## src/rtl/reg_wb_arbiter.sv

```systemverilog
// reg_wb_arbiter: owns the reg_file write port and arbitrates write-back between
// the ALU pipeline and the multi-cycle MDU. Keeps a 32-entry scoreboard of
// registers that still have an MDU result pending and drives the decode stall.
// Optional feature: define RWA_STARVE_EN to force an ALU grant after MAX_WAIT
// consecutive denied cycles; without it the MDU has strict priority.
module reg_wb_arbiter #(
  parameter int unsigned XLEN     = 32,
  parameter int unsigned MAX_WAIT = 4
) (
  input  logic            ip_clk,
  input  logic            ip_rst,
  input  logic            ip_alu_valid,
  input  logic [4:0]      ip_alu_rd_addr,
  input  logic [XLEN-1:0] ip_alu_data,
  output logic            op_alu_ready,
  input  logic            ip_mdu_valid,
  input  logic [4:0]      ip_mdu_rd_addr,
  input  logic [XLEN-1:0] ip_mdu_data,
  output logic            op_mdu_ready,
  input  logic            ip_mdu_issue,
  input  logic [4:0]      ip_mdu_issue_rd,
  input  logic [4:0]      ip_rs1_addr,
  input  logic [4:0]      ip_rs2_addr,
  input  logic [4:0]      ip_dec_rd_addr,
  output logic            op_stall,
  output logic            op_wr_en,
  output logic [4:0]      op_rd_addr,
  output logic [XLEN-1:0] op_wr_data,
  output logic [31:0]     op_busy_vec
);

  logic            mdu_go;
  logic            alu_go;
  logic            starve;
  logic            wr_en_q;
  logic            wr_mdu_q;
  logic [4:0]      rd_addr_q;
  logic [XLEN-1:0] wr_data_q;
  logic [31:0]     busy_q;
  logic [31:0]     busy_d;

`ifdef RWA_STARVE_EN
  localparam int unsigned CntW = $clog2(MAX_WAIT + 1);

  logic [CntW-1:0] wait_q;
  logic [CntW-1:0] wait_d;

  assign starve = (wait_q == CntW'(MAX_WAIT));

  // Count consecutive denied ALU cycles, saturating at MAX_WAIT
  always_comb begin
    wait_d = wait_q;
    if (!ip_alu_valid || alu_go) begin
      wait_d = '0;
    end else if (!starve) begin
      wait_d = wait_q + 1'b1;
    end
  end

  // Wait counter register
  always_ff @(posedge ip_clk) begin
    if (ip_rst) begin
      wait_q <= '0;
    end else begin
      wait_q <= wait_d;
    end
  end
`else
  logic unused_max_wait;

  assign starve          = 1'b0;
  assign unused_max_wait = ^MAX_WAIT;
`endif

  // Grant decode: MDU wins unless the ALU has waited too long; nothing while in reset
  always_comb begin
    op_mdu_ready = 1'b0;
    op_alu_ready = 1'b0;
    if (!ip_rst) begin
      op_mdu_ready = ~starve;
      op_alu_ready = starve | ~ip_mdu_valid;
    end
  end

  assign mdu_go = ip_mdu_valid & op_mdu_ready;
  assign alu_go = ip_alu_valid & op_alu_ready;

  // Register the granted write; rd=0 completes the handshake without a write pulse
  always_ff @(posedge ip_clk) begin
    if (ip_rst) begin
      wr_en_q   <= 1'b0;
      wr_mdu_q  <= 1'b0;
      rd_addr_q <= '0;
      wr_data_q <= '0;
    end else if (mdu_go) begin
      wr_en_q   <= (ip_mdu_rd_addr != 5'd0);
      wr_mdu_q  <= 1'b1;
      rd_addr_q <= ip_mdu_rd_addr;
      wr_data_q <= ip_mdu_data;
    end else if (alu_go) begin
      wr_en_q   <= (ip_alu_rd_addr != 5'd0);
      wr_mdu_q  <= 1'b0;
      rd_addr_q <= ip_alu_rd_addr;
      wr_data_q <= ip_alu_data;
    end else begin
      wr_en_q  <= 1'b0;
      wr_mdu_q <= 1'b0;
    end
  end

  // Scoreboard next state: clear on MDU commit, then set on issue so set wins
  always_comb begin
    busy_d = busy_q;
    if (wr_en_q && wr_mdu_q) begin
      busy_d[rd_addr_q] = 1'b0;
    end
    if (ip_mdu_issue && (ip_mdu_issue_rd != 5'd0)) begin
      busy_d[ip_mdu_issue_rd] = 1'b1;
    end
    busy_d[0] = 1'b0;
  end

  // Scoreboard register
  always_ff @(posedge ip_clk) begin
    if (ip_rst) begin
      busy_q <= '0;
    end else begin
      busy_q <= busy_d;
    end
  end

  // x0 is never busy, so index 0 can never raise the stall
  assign op_stall    = busy_q[ip_rs1_addr] | busy_q[ip_rs2_addr] | busy_q[ip_dec_rd_addr];
  assign op_wr_en    = wr_en_q;
  assign op_rd_addr  = rd_addr_q;
  assign op_wr_data  = wr_data_q;
  assign op_busy_vec = busy_q;

endmodule
```

## config.mk

```make
export PLATFORM = sky130hd
export DESIGN_NAME = reg_wb_arbiter
export DESIGN_NICKNAME = d
export VERILOG_FILES = /design/src/rtl/reg_wb_arbiter.sv
export SDC_FILE = /design/constraint.sdc
export NUM_CORES = 1
export LEC_CHECK = 0
export CELL_PAD_IN_SITES_DETAIL_PLACEMENT = 1
export CELL_PAD_IN_SITES_GLOBAL_PLACEMENT = 1
export CORE_MARGIN = 2
export CORE_UTILIZATION = 30
export CTS_BUF_LIST = sky130_fd_sc_hd__clkbuf_16
export CTS_CLUSTER_DIAMETER = 120
export DETAILED_ROUTE_END_ITERATION = 8
export PLACE_DENSITY = 0.9
export SETUP_SLACK_MARGIN = 0.1
export SYNTH_ARGS = -nofsm -noshare
export SYNTH_HDL_FRONTEND = slang
export SYNTH_SLANG_ARGS = --single-unit
```

## constraint.sdc

```tcl
create_clock -name ip_clk -period 3 [get_ports ip_clk]
set_input_delay 0.6 -clock ip_clk [delete_from_list [all_inputs] [get_ports ip_clk]]
set_output_delay 0.6 -clock ip_clk [all_outputs]
set_load 0.005 [all_outputs]
```

==> results of run 1 <==
logic make-up (layout without fill, tap and decap cells):
family,count (synthesis),after routing,share of synthesized area
other cells,1,1,0.000976
buf+inv,35,232,0.0404
mux,72,72,0.254
compound gates,113,113,0.155
flops,70,70,0.365
simple gates,165,165,0.185
state kept, by name, indices dropped and copies added, names as in the netlist:
register / flops
op_rd_addr: 5
op_busy_vec: 31
wr_mdu_q: 1
op_wr_en: 1
op_wr_data: 32
per-stage QoR:
step	total power, mW	cells	util	worst slack (ps)	area, µm²
after CTS	2.43	825	0.494	109	6210
after global placement	1.49	806	0.469	-578	5900
after floorplan	1.21	456	-	522	3840
final	2.42	825	0.495	169	6220
after global routing	2.52	825	0.495	115	6220
after detailed placement	1.51	806	0.469	-560	5900
where the power goes:
part	switching [mW]	total [mW]	internal (mW)
clock network	0.377	0.915	0.538
registers	0.0364	1.01	0.971
logic	0.205	0.495	0.291
total	0.618	2.42	1.80
cell usage in the layout, fill, tap and decap left out, types with 6 or more instances in the layout:
master / n
mux4_2: 16
mux2i_1: 47
clkbuf_16: 9
inv_1: 6
buf_4: 41
a21oi_1: 70
nor2_1: 86
o21ai_0: 31
clkdlybuf4s50_1: 156
nand2_1: 46
dfxtp_1: 70
buf_2: 6
worst paths after layout:
kind / startpoint / end / slack, ps / cells after the start
worst max register to register: op_rd_addr[4] / op_busy_vec[19] / 1570 / 3
worst max-delay path: ip_rs1_addr[3] / op_stall / 170 / 9
worst min-delay path: op_busy_vec[14] / op_busy_vec[14] / 580 / 2
worst min register to register: op_busy_vec[14] / op_busy_vec[14] / 580 / 2
cell type report:
class	instances	area, µm²	share of cell area
Clock buffer	9	225	0.0362
Clock inverter	6	23.8	0.00382
Inverter	3	11.3	0.00181
Multi-Input combinational cell	351	2330	0.374
Sequential cell	70	1400	0.225
Tap cell	172	215	0.0346
Timing Repair Buffer	214	2020	0.324
critical path, stage by stage:
cell and delay (ps):
dlygate4sd2_1 280, mux4_2 330, o21ai_2 150, buf_4 120
a21oi_1 50, nor4_1 320, buf_4 160, o211ai_1 80
buf_2 130
timing repair:
| action | in CTS | in global routing |
|---|---|---|
| setup endpoints to repair | 1 | 1 |
| pin swaps | 5 | 5 |
| gates cloned | 0 | 0 |
| setup buffers | 4 | 0 |
| resized for setup | 34 | 9 |
routing by layer:
| layer | track usage | share of wire |
|---|---|---|
| met5 | 0 | 0 |
| met4 | 0.0878 | 0.030 |
| met3 | 0.0757 | 0.091 |
| met2 | 0.426 | 0.48 |
| met1 | 0.281 | 0.40 |
==> results.md, run 1 <==
- Clk_lat worst skew: 330 ps
- Root Driver: clkbuf_16
- First-pass GRT wire length: 25,200 µm
- Residual DRC: 0
- Filler cells: 1,469
- Synthesis-to-finish area growth: 62.0%
- Yosys top cell area share: 0.365
- Core Footprint: 12,600 µm²
- Final net count: 748
- Routed WL per cell: 19.7 µm
- Width of the chip: 117 µm
- Worst path arrival time: 2230 ps
- Clock Path Buffers: 2
- Routed vias: 4,328
- Synth warn: 0
- Crit path time final: 2830 ps
- Die height: 117 µm
- Most frequent cell after synthesis: nor2_1
- Register area share after synthesis: 0.365
- Final hold vios: 0
- Final wirelength: 16,300 µm
- Max-Cap Viols: 0
- Ys flop type: dfxtp_1
- Setup Crit Path Kind: in2out
- Pwr/cell area: 388 nW/µm²
- Synthesized cell area: 3840 µm²
- Vias per Instance: 5.25
- Share of layout cells above drive strength 1: 0.142
- Vias in the first global route: 4,612
- Largest area contributor in the netlist: dfxtp_1
- Fin Hold WS: 579 ps
- Final setup violation count: 0
- Asr flop ratio synth: 0
- I/O pins: 172
- Avg Cell Area, Syn: 8.42 µm²
- Pin count of the biggest net entering global routing: 78
- Synth cell types: 40
- Mapped Nets: 555
- CTS buffer count: 9
- GR Overflow Total: 0
- HPWL Detailed: 12,700 µm
- Cell count after synthesis: 456
- Fmax: 353 MHz
- Tcrit/Tclk final: 0.944
- Num rows: 41
- H-tree depth: 3
- RSZ-0062 raised after global routing: no
- Setup crit end kind: output port
- Violation count after the first detailed-route iteration: 160
- Placer Congestion: 0.946
- Worst slew margin: 0.516
- #FFs+latches synth: 70
- Hold buffers post-CTS: 0
- Pleak: 2.44 nW
- Commonest cells post-synth: nor2_1 (88), a21oi_1 (70), dfxtp_1 (70), mux2i_1 (47), nand2_1 (46)
- Startpoint Class: input port
- First-pass DRT Iterations: 4
- CP required: 2400 ps
- TritonCTS clock tree: built
- Status: finished, final reports clean
- Post-DRT Antenna Nets: 0
- EDFF count, synth: 0
- HP Class: reg2reg
- Initial Util: 0.306
- Post-route setup TNS: 0 ps
- Slew @ Worst Pin: 727 ps
- Top cells by area, synth: dfxtp_1 (36%), mux2i_1 (12%), mux4_2 (9.4%)
- Die area: 13,700 µm²
- Max-slew violation count: 0
- CP Max Fanout: 2
- Peak supply drop: 0.000291 V
- Ant diodes: 0
- Gr usage total: 0.244
- Port bufs: 170
- Final setup skew: 2.44 ps
- Number of antenna violations at the first check in global routing: 0
- Worst-path clk slew: 50 ps
- CTS Sinks: 70
No activity file was read; power rests on OpenSTA's default activity.
==> inputs of run 2 (changes only) <==
--- a/config.mk
+++ b/config.mk
@@ -5,14 +5,15 @@
 export SDC_FILE = /design/constraint.sdc
 export NUM_CORES = 1
 export LEC_CHECK = 0
+export ABC_AREA = 1
 export CELL_PAD_IN_SITES_DETAIL_PLACEMENT = 1
 export CELL_PAD_IN_SITES_GLOBAL_PLACEMENT = 1
 export CORE_MARGIN = 2
-export CORE_UTILIZATION = 30
+export CORE_UTILIZATION = 28
 export CTS_BUF_LIST = sky130_fd_sc_hd__clkbuf_16
 export CTS_CLUSTER_DIAMETER = 120
 export DETAILED_ROUTE_END_ITERATION = 8
-export PLACE_DENSITY = 0.9
+export PLACE_DENSITY = 0.89
 export SETUP_SLACK_MARGIN = 0.1
 export SYNTH_ARGS = -nofsm -noshare
 export SYNTH_HDL_FRONTEND = slang
==> results.md, run 2 <==
- Status: finished, final reports clean (unchanged)
- Gr usage total: 0.224 (was 0.244)
- Root Driver: clkbuf_16 (unchanged)
- Multi-input gate area: 2370 µm² (was 2330 µm²)
- Core Footprint: 14,400 µm² (was 12,600 µm²)
- Yosys top cell area share: 0.343 (was 0.365)
- Synthesis-to-finish area growth: 56.1% (was 62.0%)
- H-tree depth: 3 (unchanged)
- Top cells by area, synth: dfxtp_1 (34%), nand2_1 (26%), nand3_1 (11%) (was dfxtp_1 (36%), mux2i_1 (12%), mux4_2 (9.4%))
- Die area: 15,600 µm² (was 13,700 µm²)
- Most frequent cell after synthesis: nand2_1 (was nor2_1)
- Initial Util: 0.284 (was 0.306)
- HP Class: reg2reg (unchanged)
- Residual DRC: 0 (unchanged)
- Cell count after synthesis: 688 (was 456)
- Crit path time final: 2480 ps (was 2830 ps)
- Slew @ Worst Pin: 577 ps (was 727 ps)
- Max reg flops: 32 (unchanged)
- Placed Area: 6100 µm² (was 5900 µm²)
- Tcrit/Tclk final: 0.826 (was 0.944)
- Most frequent cells in the layout: nand2_1 (287), clkdlybuf4s50_1 (160), nand3_1 (87) (was clkdlybuf4s50_1 (156), nor2_1 (86), a21oi_1 (70), dfxtp_1 (70), mux2i_1 (47))
- CP required: 2400 ps (about the same)
- Routed vias: 5,234 (was 4,328)
- Commonest cells post-synth: nand2_1 (288), nand3_1 (87), dfxtp_1 (70), a21oi_1 (66), o21ai_0 (58) (was nor2_1 (88), a21oi_1 (70), dfxtp_1 (70), mux2i_1 (47), nand2_1 (46))
- I/O pins: 172 (unchanged)
- Pleak: 2.60 nW (was 2.44 nW)
- Worst slew margin: 0.612 (was 0.516)
- Share of layout cells above drive strength 1: 0.0572 (was 0.142)
- Setup crit end kind: output port (unchanged)
- Final net count: 954 (was 748)
- Ant diodes: 0 (unchanged)
- Violation count after the first detailed-route iteration: 296 (was 160)
- Max-Cap Viols: 0 (unchanged)
- Synth cell types: 21 (was 40)
- Number of antenna violations at the first check in global routing: 0 (unchanged)
- Final hold vios: 0 (unchanged)
- First-pass DRT Iterations: 5 (was 4)
- GR Overflow Total: 0 (unchanged)
- RSZ-0062 raised after global routing: no (unchanged)
- Final setup violation count: 0 (unchanged)
- TritonCTS clock tree: built (unchanged)
- Routed WL per cell: 16.4 µm (was 19.7 µm)
- Width of the chip: 125 µm (was 117 µm)
- Commonest non-fill, non-tap cell in the layout: nand2_1 (was clkdlybuf4s50_1)
- CP Max Fanout: 12 (was 2)
- Num rows: 44 (was 41)
- Hold buffers post-CTS: 0 (unchanged)
- Post-DRT Antenna Nets: 0 (unchanged)
- EDFF count, synth: 0 (unchanged)
- Post-route cell area: 6370 µm² (was 6220 µm²)
- Reg area: 1400 µm² (unchanged)
- Die height: 125 µm (was 117 µm)
- Ys flop type: dfxtp_1 (unchanged)
- Synthesized cell area: 4080 µm² (was 3840 µm²)
- Mapped Nets: 787 (was 555)
- Clock Path Buffers: 2 (unchanged)
- Placer Congestion: 0.878 (was 0.946)
- Total power draw: 2.48 mW (was 2.42 mW)
- Asr flop ratio synth: 0 (unchanged)
- Filler cells: 1,858 (was 1,469)
- Pwr/cell area: 389 nW/µm² (was 388 nW/µm²)
- Final wirelength: 17,100 µm (was 16,300 µm)
- HPWL Detailed: 13,300 µm (was 12,700 µm)
- Worst path arrival time: 1880 ps (was 2230 ps)
- Register area share after synthesis: 0.343 (was 0.365)
- First-pass GRT wire length: 28,200 µm (was 25,200 µm)
- Port bufs: 170 (unchanged)
- Fmax: 404 MHz (was 353 MHz)
- Worst-path clk slew: 50 ps (about the same)
- Setup Crit Path Kind: in2out (unchanged)
- Peak supply drop: 0.000351 V (was 0.000291 V)
- Largest area contributor in the netlist: dfxtp_1 (unchanged)
- Avg Cell Area, Syn: 5.93 µm² (was 8.42 µm²)
- Synth warn: 0 (unchanged)
- CTS Sinks: 70 (unchanged)
- Clk_lat worst skew: 340 ps (was 330 ps)
- Final setup skew: 5.20 ps (was 2.44 ps)
- CTS buffer count: 9 (unchanged)
- Max-slew violation count: 0 (unchanged)
- Vias per Instance: 5.03 (was 5.25)
- #FFs+latches synth: 70 (unchanged)
- Pin count of the biggest net entering global routing: 62 (was 78)
- Startpoint Class: input port (unchanged)
- Vias in the first global route: 5,417 (was 4,612)
-- run 2: path summary, 6_finish.rpt --
kind	start	endpoint	slack, ps	cells after the start
max	ip_rs1_addr[0]	op_stall	520	12
min	op_wr_data[0]	op_wr_data[0]	470	2
max reg2reg	op_wr_en	op_busy_vec[15]	1640	5
min reg2reg	op_wr_data[0]	op_wr_data[0]	470	2
-- run 2: cell families after synthesis --
logic type	share of synthesized area
other cells	0.000919
compound gates	0.175
simple gates	0.401
flops	0.343
buf+inv	0.0797
-- run 2: cell type report --
| class | instances | area share |
|---|---|---|
| Clock buffer | 9 | 0.0353 |
| Clock inverter | 4 | 0.00275 |
| Inverter | 41 | 0.0242 |
| Multi-Input combinational cell | 539 | 0.372 |
| Sequential cell | 70 | 0.220 |
| Tap cell | 184 | 0.0361 |
| Timing Repair Buffer | 194 | 0.310 |
-- run 2: worst max-delay path, stage by stage --
cell and delay (ps):
clkdlybuf4s15_1 280, inv_2 80, buf_12 150, nand2_1 50, nand3_1 60, nand3_1 120, nand2_2 70, nand2_1 60
nand3_1 60, nand2_1 70, nand3_1 100, dlymetal6s2s_1 160
-- run 2: repair_timing --
item,CTS,global route
setup buffers,0,0
resized for setup,16,7
pin swaps,0,1
gates cloned,0,0
hold endpoints to repair,0,0
setup endpoints to repair,1,1
-- run 2: through the flow --
step / setup TNS [ps] / hold WS (ps) / util / setup WS, ps / std cells
global route: 0 / 487 / 0.443 / 403 / 1041
floorplan: 0 / 461 / - / 891 / 688
CTS: 0 / 465 / 0.442 / 104 / 1041
detailed placement: -50.2 / 458 / 0.425 / -50.2 / 1028
global placement: -24.4 / 450 / 0.425 / -24.4 / 1028
finish: 0 / 465 / 0.443 / 523 / 1041
-- run 2: layer usage --
metal / vias to the layer above / routed length [µm] / track usage
met5: - / 0 / 0
met2: 199 / 8310 / 0.391
met4: 0 / 318 / 0.0674
met1: 2438 / 7050 / 0.262
met3: 19 / 1430 / 0.0692
li1: 2578 / - / -
-- run 2: power breakdown --
part           total [mW]  switching, mW  internal (mW)  leakage, nW
Combinational       0.553          0.265          0.288         1.90
Clock               0.921          0.385          0.536        0.122
Sequential           1.00         0.0324          0.970        0.571
Total                2.48          0.683           1.79         2.60
